--- src/rtl/wb_arbiter.sv ---
// rtl/wb_arbiter.sv - round-robin arbiter sharing one register-file write port, with a busy scoreboard.
// Optional R0_ZERO_EN: writes and reservations to register 0 are accepted but never take effect.
module wb_arbiter (
    input  logic        clk,
    input  logic        reset,
    input  logic        alu_valid,
    input  logic [4:0]  alu_index,
    input  logic [15:0] alu_data,
    output logic        alu_ready,
    input  logic        mem_valid,
    input  logic [4:0]  mem_index,
    input  logic [15:0] mem_data,
    output logic        mem_ready,
    input  logic        issue_valid,
    input  logic [4:0]  issue_index,
    output logic        write_enable,
    output logic [4:0]  write_index,
    output logic [15:0] write_data,
    output logic [31:0] busy
);

    // r_last_grant: 0 = ALU won the most recent handshake, 1 = MEM
    logic        r_last_grant;
    logic        r_write_enable;
    logic [4:0]  r_write_index;
    logic [15:0] r_write_data;
    logic [31:0] r_busy;

    logic        w_grant_alu;
    logic        w_grant_mem;
    logic        w_handshake;
    logic        w_commit;
    logic        w_issue;
    logic [4:0]  w_sel_index;
    logic [15:0] w_sel_data;
    logic [31:0] w_set_mask;
    logic [31:0] w_clr_mask;

    always_comb begin
        w_grant_alu = 1'b0;
        w_grant_mem = 1'b0;
        if (!reset) begin
            if (alu_valid && mem_valid) begin
                w_grant_alu = r_last_grant;
                w_grant_mem = !r_last_grant;
            end else begin
                w_grant_alu = alu_valid;
                w_grant_mem = mem_valid;
            end
        end
        w_handshake = w_grant_alu | w_grant_mem;
        w_sel_index = w_grant_mem ? mem_index : alu_index;
        w_sel_data  = w_grant_mem ? mem_data  : alu_data;
`ifdef R0_ZERO_EN
        w_commit = w_handshake && (w_sel_index != 5'd0);
        w_issue  = issue_valid && !reset && (issue_index != 5'd0);
`else
        w_commit = w_handshake;
        w_issue  = issue_valid && !reset;
`endif
        w_set_mask = w_issue  ? (32'd1 << issue_index) : 32'd0;
        w_clr_mask = w_commit ? (32'd1 << w_sel_index) : 32'd0;
    end

    always_ff @(posedge clk or posedge reset) begin
        if (reset) begin
            r_last_grant   <= 1'b1;
            r_write_enable <= 1'b0;
            r_write_index  <= 5'd0;
            r_write_data   <= 16'd0;
            r_busy         <= 32'd0;
        end else begin
            r_write_enable <= w_commit;
            if (w_handshake) begin
                r_write_index <= w_sel_index;
                r_write_data  <= w_sel_data;
                r_last_grant  <= w_grant_mem;
            end
            // set mask applied after clear so a same-edge reservation wins
            r_busy <= (r_busy & ~w_clr_mask) | w_set_mask;
        end
    end

    assign alu_ready    = w_grant_alu;
    assign mem_ready    = w_grant_mem;
    assign write_enable = r_write_enable;
    assign write_index  = r_write_index;
    assign write_data   = r_write_data;
    assign busy         = r_busy;

endmodule

--- config.mk ---
export PLATFORM = sky130hd
export DESIGN_NAME = wb_arbiter
export DESIGN_NICKNAME = d
export VERILOG_FILES = /design/src/rtl/wb_arbiter.sv
export SDC_FILE = /design/constraint.sdc
export NUM_CORES = 1
export LEC_CHECK = 0
export BUFFER_PORTS_ARGS = -buffer_cell sky130_fd_sc_hd__buf_2
export CAP_MARGIN = 10
export CORE_ASPECT_RATIO = 1.1
export CORE_UTILIZATION = 45
export CTS_CLUSTER_SIZE = 20
export DETAILED_ROUTE_END_ITERATION = 8
export PLACE_DENSITY = 0.84
export SLEW_MARGIN = 0
export SYNTH_ARGS = -nofsm -noshare
export SYNTH_HDL_FRONTEND = slang
export SYNTH_SLANG_ARGS = --single-unit
export TNS_END_PERCENT = 10
--- constraint.sdc ---
create_clock -name clk -period 1.6 [get_ports clk]
set_input_delay 0.08 -clock clk [delete_from_list [all_inputs] [get_ports clk]]
set_output_delay 0.08 -clock clk [all_outputs]
set_load 0.01 [all_outputs]
==> impl_metrics.tcl <==
set metrics [dict create \
    setup_tns_ps -4480 \
    grt_overflow_total 0 \
    netlist.area_leader.share_pct 45.3 \
    hold_violations 0 \
    cts_sinks 55 \
    cp-start-kind "flop" \
    die_h_um 87.4 \
    track_usage_pct 28.6 \
    final_layout_size_suffix_gt1_share_pct 53.8 \
    slew_headroom_pct 59.2 \
    violations "negative setup slack" \
    yosys_warnings 0 \
    post-route-util_pct 74.3 \
    slowest_delay_ps 560 \
    htreeDepth 2 \
    num_vias 3256 \
    seq_area_mm2 0.00138 \
    fin_crit_ps 1770 \
    clk_pin_slew_worst_paths_ps 100 \
    avgViaCountPerCell 6.43 \
    drv_cap 0 \
    clk-insertion-delay-late_ps 310 \
    synth_common_cells "dfrtp_1, o22ai_1, nand2_1" \
    hold_class "in2reg" \
    setup_violations 48 \
    rsz0062_at_grt "yes" \
    critPathKind "reg2reg" \
    synth_most_common_cell "dfrtp_1" \
    syn-cell-area_mm2 0.00298 \
    placed_area_mm2 0.00379 \
    path_buf_inv 3 \
    cts_max_path_buffers 2 \
    start_util_pct 47.5 \
    outcome "finished, violations left" \
    nets 477 \
    yosysTopAreaCell "dfrtp_1" \
    finalPower_mw 4.08 \
    synth_area_leaders "dfrtp_1, a22o_1, mux2i_1" \
    worst_slew_pin_slew_ps 613 \
    initialDrtViolationCount 408 \
    seq_area_frac_synth_pct 46.2 \
    ys_types 35 \
    p_per_area_mw_per_mm2 875 \
    antenna_found_initial 0 \
    ant_nets 0 \
    die_w_um 79.6 \
    fill_cells 389 \
    post_drt_wl_per_cell_um 22.7 \
    grt_max_degree 49 \
    numCtsBuffers 5 \
    synth_cells 285 \
    cp_max_fo 15 \
    async_reset_ff_share_pct 100 \
    crit_family "flip-flops" \
    arrival_ps 2020 \
    cts-root-buf "clkbuf_8" \
    avgSynthCellArea_um2 10.5 \
    io_buffers 107 \
    ir_worst_vdd_uv 735 \
    io_pins 108 \
    p_leak_nw 2.19 \
    final_cell_area_mm2 0.00466 \
    grt_first_pass_wirelength_mm 15.0 \
    path_cells "buf_4, nand2_8, buf_6, and3_2, buf_12, o22ai_1, a22o_1" \
    n_antenna_cell 0 \
    worst_ep_required_time_ps 1850 \
    core_mm2 0.00627 \
    multi_input_area_mm2 0.00199 \
    period_share_pct 110 \
    dieArea_mm2 0.00695 \
    route.detailed.drc 0 \
    syn2layout_area_growth_pct 56.2 \
    crit_path_end_kind "flop" \
    ys.flop_type "dfrtp_1" \
    synth_fp_nets 337 \
    globalplace.congestion 0.930 \
    skew_ps 9.47 \
    synth-seq-cells 55 \
    wl_mm 11.5 \
    grt_pass1_vias 2953 \
    rows 30 \
    synth-edff-count 0 \
    cp_slowest_cell "dfstp_2" \
    finalMaxSlewViolations 0 \
    cts_tree "yes" \
    max_freq_ghz 0.566 \
    drt_first_pass_iters 5 \
    finalWorstSetupSlack_ps -166 \
    dp_hpwl_mm 6.73 \
]
## cells by family (layout without fill, tap and decap cells)
logic type	after synthesis	in the layout	synth area share (%)
AO/OA/AOI/OAI	102	102	24.7
buffers and inverters	25	165	4.70
flip-flops	55	55	46.2
multiplexers	20	20	6.72
AND/OR/NAND/NOR	83	84	17.7
## through the flow
stage | hold WS, ps | instances | setup WS, ps
finish | 33.9 | 506 | -166
global route | 45.8 | 506 | -214
CTS | 37.4 | 497 | -126
detailed placement | 48.0 | 480 | -180
global placement | 49.8 | 480 | -159
floorplan | 22.8 | 285 | -36.9
## layer usage
metal | vias up | GRT usage (%) | part of all wire, %
li1 | 1387 | - | -
met1 | 1615 | 37.6 | 39
met2 | 210 | 48.6 | 50
met3 | 44 | 3.87 | 7.5
met4 | 0 | 9.42 | 3.8
met5 | - | 0 | 0
## power by group
| part | switching [mW] | total, mW | internal (mW) |
|---|---|---|---|
| logic | 0.734 | 1.32 | 0.590 |
| registers | 0.156 | 1.79 | 1.63 |
| clock network | 0.455 | 0.962 | 0.507 |
## final timing paths
path                                     from             end  cells after the start  slack (ps)
worst max-delay path             r_last_grant        busy[23]                      7        -170
min in group asynchronous               reset        busy[13]                      3          60
max in group asynchronous               reset        busy[11]                      3         960
worst min-delay path             alu_data[12]  write_data[12]                      3          30
worst min register to register  write_data[0]   write_data[0]                      2         490
worst max register to register   r_last_grant        busy[23]                      7        -170
## sequential cells by signal, indices dropped and copies added (netlist names)
name / cells
write_enable: 1
write_index: 5
r_last_grant: 1
write_data: 16
busy: 32
## timing repair
item / 4_1_cts / 5_1_grt
gates resized for setup: 58 / 52
hold buffers: 1 / 0
setup endpoints to repair: 44 / 51
endpoints found under the hold margin: 7 / 0
gates cloned: 2 / 2
setup buffers: 6 / 7
pin swaps: 7 / 28
## worst register-to-register path: stages (launching register included)
cell	delay (ps)
dfstp_2	560
buf_4	160
nand2_8	70
buf_6	150
and3_2	250
buf_12	170
o22ai_1	200
a22o_1	150
## area by class of cell
cell class	count	area share, %
inverters	2	0.215
well taps	80	2.15
clock buffers	6	1.77
clock inverters	2	0.752
flip-flops and latches	55	29.6
multi-input cells	206	42.8
repair buffers	155	22.7
## cells in the final DEF (no fill, tap or decap), types with 3 or more instances in the layout
cell,instances
a211oi_4,5
nor3_1,3
nand2_1,27
nand2b_1,9
nor2b_1,6
buf_2,106
o21ai_1,16
a2111oi_4,5
nor2_1,6
buf_4,30
o22ai_2,16
buf_12,6
a22o_1,24
a211oi_2,4
nor4_4,14
o22ai_1,14
dfrtp_1,54
clkbuf_8,6
buf_6,8
a32o_1,7
o21ai_0,4
mux2i_1,18
(Power assumes the default switching activity.)
